**src/rtl/spike_req_emitter_if.sv**
```systemverilog
// Bundle of the spike, handshake and status lines around spike_req_emitter.
// The master side is the neuron core plus the locker; the slave side is the emitter.
interface spike_req_emitter_if #(
    parameter int unsigned size = 2
);
    logic [size-1:0] spike_in;
    logic [size-1:0] ack_in;
    logic            clr_ovf;
    logic [size-1:0] req_out;
    logic [size-1:0] busy;
    logic [size-1:0] overflow;

    modport master (
        output spike_in,
        output ack_in,
        output clr_ovf,
        input  req_out,
        input  busy,
        input  overflow
    );

    modport slave (
        input  spike_in,
        input  ack_in,
        input  clr_ovf,
        output req_out,
        output busy,
        output overflow
    );
endinterface

```
**src/rtl/spike_req_emitter.sv**
```systemverilog
// Converts single-cycle spike pulses into 4-phase req/ack handshakes, one per
// accepted spike and per channel. Bursts queue in a saturating pending counter.
// The asynchronous ack lines are synchronised before the FSMs look at them.
module spike_req_emitter #(
    parameter int unsigned size        = 2,
    parameter int unsigned CNT_W       = 4,
    parameter int unsigned SYNC_STAGES = 2
) (
    input logic                clk,
    input logic                rst_n,
    spike_req_emitter_if.slave bus
);

    typedef enum logic [1:0] {
        StIdle,
        StReqHi,
        StReqLo
    } state_e;

    localparam logic [CNT_W-1:0] CntMax = '1;

    logic [size-1:0]  sync_q [SYNC_STAGES];
    logic [size-1:0]  ack_s;

    state_e           state_q [size];
    state_e           state_d [size];
    logic [CNT_W-1:0] cnt_q   [size];
    logic [CNT_W-1:0] cnt_d   [size];
    logic [size-1:0]  deq;
    logic [size-1:0]  req_q, req_d;
    logic [size-1:0]  busy_q, busy_d;
    logic [size-1:0]  ovf_q, ovf_d;

    // Multi-flop synchroniser bringing ack_in into the clk domain.
    always_ff @(posedge clk or negedge rst_n) begin
        if (!rst_n) begin
            for (int s = 0; s < SYNC_STAGES; s++) begin
                sync_q[s] <= '0;
            end
        end else begin
            sync_q[0] <= bus.ack_in;
            for (int s = 1; s < SYNC_STAGES; s++) begin
                sync_q[s] <= sync_q[s-1];
            end
        end
    end

    assign ack_s = sync_q[SYNC_STAGES-1];

    // Per-channel handshake FSM, pending counter and sticky overflow next-state.
    always_comb begin
        deq    = '0;
        req_d  = '0;
        busy_d = '0;
        ovf_d  = '0;
        for (int i = 0; i < size; i++) begin
            state_d[i] = state_q[i];
            cnt_d[i]   = cnt_q[i];
            ovf_d[i]   = ovf_q[i] & ~bus.clr_ovf;

            case (state_q[i])
                StIdle: begin
                    // A high ack_s here is stale; wait for it to drop before requesting.
                    if (cnt_q[i] != '0 && !ack_s[i]) begin
                        state_d[i] = StReqHi;
                        deq[i]     = 1'b1;
                    end
                end
                StReqHi: begin
                    if (ack_s[i]) begin
                        state_d[i] = StReqLo;
                    end
                end
                StReqLo: begin
                    if (!ack_s[i]) begin
                        state_d[i] = StIdle;
                    end
                end
                default: state_d[i] = StIdle;
            endcase

            if (bus.spike_in[i] && !deq[i]) begin
                // A drop sets the flag even when clr_ovf is asserted in the same cycle.
                if (cnt_q[i] == CntMax) begin
                    ovf_d[i] = 1'b1;
                end else begin
                    cnt_d[i] = cnt_q[i] + 1'b1;
                end
            end else if (!bus.spike_in[i] && deq[i]) begin
                cnt_d[i] = cnt_q[i] - 1'b1;
            end

            req_d[i]  = (state_d[i] == StReqHi);
            busy_d[i] = (state_d[i] != StIdle) || (cnt_d[i] != '0);
        end
    end

    // State, counters and registered outputs; req leaves straight from a flop.
    always_ff @(posedge clk or negedge rst_n) begin
        if (!rst_n) begin
            for (int i = 0; i < size; i++) begin
                state_q[i] <= StIdle;
                cnt_q[i]   <= '0;
            end
            req_q  <= '0;
            busy_q <= '0;
            ovf_q  <= '0;
        end else begin
            for (int i = 0; i < size; i++) begin
                state_q[i] <= state_d[i];
                cnt_q[i]   <= cnt_d[i];
            end
            req_q  <= req_d;
            busy_q <= busy_d;
            ovf_q  <= ovf_d;
        end
    end

    assign bus.req_out  = req_q;
    assign bus.busy     = busy_q;
    assign bus.overflow = ovf_q;

endmodule
```
**src/flat_wrapper.sv**
```systemverilog
// flat-port wrapper written by rule: the top's interface ports become plain ports
module spike_req_emitter_flat 
#(
    parameter int unsigned size        = 2,
    parameter int unsigned CNT_W       = 4,
    parameter int unsigned SYNC_STAGES = 2
)
  (clk, rst_n, bus_spike_in, bus_ack_in, bus_clr_ovf, bus_req_out, bus_busy, bus_overflow);
  spike_req_emitter_if #(.size(size)) bus_i ();
  input logic clk;
  input logic rst_n;
  input wire logic [$bits(bus_i.spike_in)-1:0] bus_spike_in;
  input wire logic [$bits(bus_i.ack_in)-1:0] bus_ack_in;
  input wire logic [$bits(bus_i.clr_ovf)-1:0] bus_clr_ovf;
  output wire logic [$bits(bus_i.req_out)-1:0] bus_req_out;
  output wire logic [$bits(bus_i.busy)-1:0] bus_busy;
  output wire logic [$bits(bus_i.overflow)-1:0] bus_overflow;
  assign bus_i.spike_in = bus_spike_in;
  assign bus_i.ack_in = bus_ack_in;
  assign bus_i.clr_ovf = bus_clr_ovf;
  assign bus_req_out = bus_i.req_out;
  assign bus_busy = bus_i.busy;
  assign bus_overflow = bus_i.overflow;
  spike_req_emitter #(.size(size), .CNT_W(CNT_W), .SYNC_STAGES(SYNC_STAGES)) u_core (.clk(clk), .rst_n(rst_n), .bus(bus_i));
endmodule
```
**config.mk**
```make
export PLATFORM = sky130hd
export DESIGN_NAME = spike_req_emitter_flat
export DESIGN_NICKNAME = d
export VERILOG_FILES = /design/src/rtl/spike_req_emitter_if.sv /design/src/rtl/spike_req_emitter.sv /design/src/flat_wrapper.sv
export SDC_FILE = /design/constraint.sdc
export NUM_CORES = 1
export LEC_CHECK = 0
export ABC_AREA = 1
export CAP_MARGIN = 20
export CORE_AREA = 2 2 47 59
export CTS_BUF_LIST = sky130_fd_sc_hd__clkbuf_16
export CTS_CLUSTER_DIAMETER = 200
export DETAILED_ROUTE_END_ITERATION = 7
export DIE_AREA = 0 0 49 61
export PLACE_DENSITY = 0.74
export SYNTH_ARGS = -nofsm -noshare
export SYNTH_HDL_FRONTEND = slang
export SYNTH_SLANG_ARGS = --single-unit
export TNS_END_PERCENT = 1
```
**constraint.sdc**
```tcl
create_clock -name clk -period 2.04 [get_ports clk]
set_clock_uncertainty 0.2 [all_clocks]
set_input_delay 0.408 -clock clk [delete_from_list [all_inputs] [get_ports clk]]
set_output_delay 0.408 -clock clk [all_outputs]
set_load 0.02 [all_outputs]
```
==> flow_summary.toml, run 1 <==
[clock_tree]
cts_tree = "done"
clock_path_buffers = 2
clock_sinks = 22
clk-insertion-delay-late_ns = 0.25
post-cts-setup-buffers = 0
cts_buffers = 3
cts_root_buf = "clkbuf_16"
cts.clk_slew.worst_paths_ns = 0.05
holdBufCountCts = 0
post_cts.resized_instances = 0
cts.htree.levels = 1

[placed_design]
io_buffer_count = 12
final_replace_weighted_congestion = 0.823
post-dp-hpwl_um = 2050
place_worst_setup_slack_ns = 0.183
placement.cell_area_um2 = 1450

[global_route]
via_count_of_the_first_global_routing_pass = 1095
grt_first_pass_wirelength_um = 4500
global_route.usage.total_pct = 19.9
grt_start_max_net_pins = 23
globalRoute.totalOverflow = 0
antenna_found_initial = 0

[route]
final_antenna_net_count = 0
viasPerCell = 5.28
finalWirelength_um = 2600
via_count = 1120
first_pass_iters = 4
route.detailed.wl_per_inst_um = 12.3
detail_route.iter0.violations = 20
drcViolationCount = 0

[worst_setup_path]
startpoint_type = "flop"
critical_path.endpoint = "u_core.bus.busy[0]$_DFF_PN0_"
worst-r2r-cell-count = 11
regToRegStartpoint = "u_core.cnt_q[4]$_DFF_PN0_"
critical_path.startpoint = "u_core.cnt_q[4]$_DFF_PN0_"
path_cells = "inv_1 -> ha_1 -> nand3_2 -> nand2_2 -> nand2_2 -> nand2_1 -> nand2_1 -> nand2_1 -> nand2_1 -> nor2_1 -> nand2_1"
timing.rr.end = "u_core.bus.busy[0]$_DFF_PN0_"
critical-path-top-cell-by-count = "nand2_1"
timing.critical_path.slowest_cell_delay_ns = 0.42
master_of_the_slowest_instance_on_the_critical_path = "dfrtp_1"
endpoint_kind = "flop"
required_ns = 1.98
rrSetupSlack_ns = 0.18
crit_arrival_ns = 1.80
setup.worst_path.class = "reg2reg"
timing.critical_path.fanout_max = 5

[floorplanning]
site_row_count = 20
placeableCoreArea_um2 = 2430
floorplan.die_area_um2 = 2990
io_pins = 13
floorplan.die.height_um = 61
initial_utilization_pct = 52.4
die_width_um = 49

[finish]
area_occupied_by_multi_input_gates_um2 = 621
ff_latch_area_um2 = 551
final_area_um2 = 1530
areaGrowthSynthToFinish_pct = 20.1
diodes = 0
final_layout_size_suffix_gt1_share_pct = 16.8
final_net_count = 191
num-fill-cells = 214

[logic_synthesis]
synth_fp_nets = 172
synthArstFlopShare_pct = 100
post_synth_num_cell_types = 21
yosys.cell_count.top_type = "nand2_1"
ys_dominant_reg_cell = "dfrtp_1"
number_of_instances_in_the_synthesized_netlist = 161
most_area_consuming_cells_after_synthesis = "dfrtp_1, nand2_1, nand3_1"
ys_seq_area_share_pct = 43.3
syn-cell-area_um2 = 1270
synth-seq-cells = 22
synth.largest_area_cell = "dfrtp_1"
synth_commonest_cells = "nand2_1, dfrtp_1, inv_1, nand3_1, nand2_2"
post_synth.cell_area_avg_um2 = 7.90
synth_warnings = 0
yosys.area.top_type_share_pct = 43.3
synth-edff-count = 0

[timing]
timing.max_slew.rel_slack_pct = 81.3
share_of_the_clock_period_used_by_the_worst_path_pct = 91.0
final_setup_fails = 0
slew_viol_final = 0
setup_tns_ns = 0
fmax_mhz = 539
final_period_minus_worst_setup_slack_ns = 1.86
worst_slack_ns = 0.184
rsz0062_at_grt = "no"
finalHoldViolCount = 0
least_margin_pin_slew_ns = 0.280

[pwr]
static-leakage-power_nw = 0.773
power_per_cell_area_nw_per_um2 = 1360
ir_drop_mv = 0.896
totalPowerFinal_w = 0.00208

[run]
max-cap-violations = 0

[outcome]
status = "finished clean"

[min_path]
hp-class = "reg2reg"
## kinds of logic after synthesis
family / synth area share [%]
AO/OA/AOI/OAI: 4.13
XOR/XNOR: 0.688
adder cells (fa/ha/maj): 3.93
buffers and inverters: 7.96
flip-flops: 43.3
AND/OR/NAND/NOR: 40.0
## worst min-delay path by stage
stage / startpoint / to / slack (ns) / cells past startpoint
6_report: u_core.sync_q[2]$_DFF_PN0_ / u_core.ack_s[0]$_DFF_PN0_ / 0.16 / 0
5_1_grt: u_core.sync_q[2]$_DFF_PN0_ / u_core.ack_s[0]$_DFF_PN0_ / 0.18 / 0
4_1_cts: u_core.sync_q[2]$_DFF_PN0_ / u_core.ack_s[0]$_DFF_PN0_ / 0.16 / 0
3_5_place_dp: u_core.sync_q[2]$_DFF_PN0_ / u_core.ack_s[0]$_DFF_PN0_ / 0.14 / 0
3_3_place_gp: u_core.sync_q[3]$_DFF_PN0_ / u_core.ack_s[1]$_DFF_PN0_ / 0.13 / 0
2_1_floorplan: rst_n / u_core.ack_s[0]$_DFF_PN0_ / -0.09 / 0
## critical path: cells and delay by family, from the launching register on
| family | cells | cell delay (ns) |
|---|---|---|
| and+or+nand+nor | 9 | 0.76 |
| DFF | 1 | 0.42 |
| adders and majority gates | 1 | 0.26 |
| buffers and inverters | 1 | 0.10 |
## sequential cells by signal, indices dropped and copies added, names as in the netlist
signal,cells
u_core.sync_q,2
u_core.cnt_q,8
u_core.bus.req_out,2
u_core.bus.busy,2
u_core.bus.overflow,2
u_core.state_q,4
u_core.ack_s,2
## report_power, final
group | leakage, nW | total, W | switching, W | internal, W
sequential | 0.268 | 0.000715 | 0.000150 | 0.000565
clock | 0.0385 | 0.000398 | 0.000137 | 0.000261
combinational | 0.467 | 0.000969 | 0.000606 | 0.000363
## layout by cell type (no fill, tap or decap), types with 2 or more instances in the layout
cell / synthesis / routed
nor3_1: 2 / 2
nor2_1: 7 / 7
nand4_1: 6 / 6
nand2_2: 8 / 8
ha_1: 4 / 4
nand2_1: 39 / 39
inv_2: 5 / 5
clkbuf_16: 0 / 3
nor2_2: 4 / 4
o21ai_0: 2 / 2
dfrtp_1: 22 / 22
nand3b_1: 2 / 2
nand3_2: 2 / 2
o22ai_1: 2 / 2
buf_4: 0 / 2
o21ai_1: 3 / 3
nor2_4: 4 / 4
inv_1: 22 / 22
clkdlybuf4s50_1: 0 / 12
nand3_1: 21 / 21
a21oi_1: 3 / 3
## stage by stage
stage	hold WS (ns)	instances	utilization, %
final	0.162	212	62.9
after CTS	0.164	212	62.9
after floorplan	-0.0876	161	-
after detailed placement	0.137	208	59.7
after global routing	0.176	212	62.9
after global placement	0.133	208	59.7
## final cells by class
| cell class | instances | area share (%) |
|---|---|---|
| timing repair buffer | 14 | 8.85 |
| multi-input combinational | 112 | 40.6 |
| tap | 33 | 2.70 |
| sequential | 22 | 36.0 |
| clock inverter | 1 | 0.246 |
| inverter | 27 | 6.63 |
| clock buffer | 3 | 4.91 |
## routing by layer
metal	track usage, %	wire, µm
met1	20.7	1030
met3	2.22	55
met5	0	0
met4	9.39	49
met2	40.5	1470
Note: power is estimated with default switching activity, not from simulation.
==> run 2, diff against run 1 <==
--- a/config.mk
+++ b/config.mk
@@ -7,12 +7,12 @@
 export LEC_CHECK = 0
 export ABC_AREA = 1
 export CAP_MARGIN = 20
-export CORE_AREA = 2 2 47 59
+export CORE_AREA = 2 2 49 62
 export CTS_BUF_LIST = sky130_fd_sc_hd__clkbuf_16
 export CTS_CLUSTER_DIAMETER = 200
 export DETAILED_ROUTE_END_ITERATION = 7
-export DIE_AREA = 0 0 49 61
-export PLACE_DENSITY = 0.74
+export DIE_AREA = 0 0 51 64
+export PLACE_DENSITY = 0.69
 export SYNTH_ARGS = -nofsm -noshare
 export SYNTH_HDL_FRONTEND = slang
 export SYNTH_SLANG_ARGS = --single-unit
==> run 2 against run 1 <==
Compared with the run above: sequential share of layout area down 0.21 points; die area grew 9.2%; register-to-register slack gained 0.02 ns; first-iteration DRC count fell by 40%; largest cell class unchanged.
==> flow_summary.toml, run 2 (same netlist as run 1, synthesis figures left out) <==
[outcome]
status = "finished clean"

[finish]
leading_cell_types_in_the_layout_fill_and_taps_excluded = "nand2_1, inv_1, dfrtp_1"
area_occupied_by_multi_input_gates_um2 = 621
final_area_um2 = 1540
layout.cells.most_common = "nand2_1"
diodes = 0
largestRegisters = "u_core.cnt_q x8, u_core.state_q x4"
final_layout_size_suffix_gt1_share_pct = 17.2
num-fill-cells = 248
post-route-util_pct = 57.9
top_register = "u_core.cnt_q"
final_net_count = 192
largest_reg_flops = 8
areaGrowthSynthToFinish_pct = 20.7
ff_latch_area_um2 = 551
layoutNonFillerInstCount = 214

[timing]
rsz0062_at_grt = "no"
least_margin_pin_slew_ns = 0.259
final_setup_fails = 0
finalHoldViolCount = 0
worst_slack_ns = 0.209
timing.max_slew.rel_slack_pct = 82.6
slew_viol_final = 0
share_of_the_clock_period_used_by_the_worst_path_pct = 89.8
setup_tns_ns = 0
fmax_mhz = 546
final_period_minus_worst_setup_slack_ns = 1.83

[clock_tree]
cts_root_buf = "clkbuf_16"
clk-insertion-delay-late_ns = 0.25
clock_path_buffers = 2
cts_tree = "done"
cts.clk_slew.worst_paths_ns = 0.05
holdBufCountCts = 0
clock_sinks = 22
post_cts.resized_instances = 0
cts_buffers = 3
post-cts-setup-buffers = 0
cts.htree.levels = 1

[floorplanning]
floorplan.die_area_um2 = 3260
io_pins = 13
placeableCoreArea_um2 = 2650
site_row_count = 21
floorplan.die.height_um = 64
die_width_um = 51
initial_utilization_pct = 47.9

[global_route]
grt_start_max_net_pins = 23
grtUsageMet1_pct = 21.4
grt_first_pass_wirelength_um = 4620
antenna_found_initial = 0
use_met2_pct = 33.6
globalRoute.busiestLayer = "met2"
globalRoute.totalOverflow = 0
use_met3_pct = 2.10
global_route.usage.total_pct = 18.4
via_count_of_the_first_global_routing_pass = 1106

[pwr]
static-leakage-power_nw = 0.778
power_per_cell_area_nw_per_um2 = 1360
ir_drop_mv = 0.852

[route]
route.detailed.wl_per_inst_um = 11.5
via_count = 1078
first_pass_iters = 4
detail_route.iter0.violations = 12
drcViolationCount = 0
finalWirelength_um = 2470
viasPerCell = 5.04
final_antenna_net_count = 0

[placed_design]
placement.cell_area_um2 = 1460
post-place-cells = 210
place_worst_setup_slack_ns = 0.170
final_replace_weighted_congestion = 0.812
post-dp-hpwl_um = 1990
io_buffer_count = 12

[worst_setup_path]
endpoint_kind = "flop"
crit_arrival_ns = 1.77
timing.critical_path.fanout_max = 5
setup.worst_path.class = "reg2reg"
required_ns = 1.98
startpoint_type = "flop"

[run]
max-cap-violations = 0

[min_path]
hp-class = "reg2reg"
==> run 2: through the flow <==
step	power, W	hold slack (ns)
finish	0.00208	0.151
global route	0.00228	0.154
CTS	0.00210	0.153
detailed placement	0.00169	0.140
global placement	0.00165	0.136
floorplan	0.00142	-0.0876
==> run 2: power by group <==
part	leakage [nW]	switching (W)	total [W]	internal, W
combinational	0.472	0.000607	0.000982	0.000375
sequential	0.268	0.000134	0.000699	0.000565
clock	0.0385	0.000142	0.000403	0.000261
total	0.778	0.000883	0.00208	0.00120
==> run 2: critical path, stage by stage, from the launching register on <==
cell and delay [ns]:
dfrtp_1 0.43, inv_1 0.10, ha_1 0.24, nand3_2 0.14, o21ai_1 0.19, inv_1 0.07, nor2_1 0.11, nand3_1 0.10
nor2_1 0.09, nand2_1 0.05
==> run 2: layout make-up <==
type | count | area share (%)
clock buffer | 3 | 4.89
clock inverter | 1 | 0.244
timing repair buffer | 15 | 9.28
multi-input combinational | 112 | 40.4
inverter | 27 | 6.60
sequential | 22 | 35.8
tap | 34 | 2.77
==> run 2: final timing paths <==
kind / from / end / slack [ns] / cells after the start
min: u_core.sync_q[3]$_DFF_PN0_ / u_core.ack_s[1]$_DFF_PN0_ / 0.15 / 0
min in group asynchronous: rst_n / u_core.bus.busy[0]$_DFF_PN0_ / 0.30 / 2
min reg2reg: u_core.sync_q[3]$_DFF_PN0_ / u_core.ack_s[1]$_DFF_PN0_ / 0.15 / 0
max in group asynchronous: rst_n / u_core.cnt_q[6]$_DFF_PN0_ / 1.13 / 2
max reg2reg: u_core.cnt_q[4]$_DFF_PN0_ / u_core.bus.busy[0]$_DFF_PN0_ / 0.21 / 9
max: u_core.cnt_q[4]$_DFF_PN0_ / u_core.bus.busy[0]$_DFF_PN0_ / 0.21 / 9
==> run 2: layer usage <==
layer / vias up / share of wire (%)
met5: - / 0
met4: 0 / 1.9
met3: 5 / 1.5
met2: 12 / 54
met1: 506 / 42
li1: 555 / -
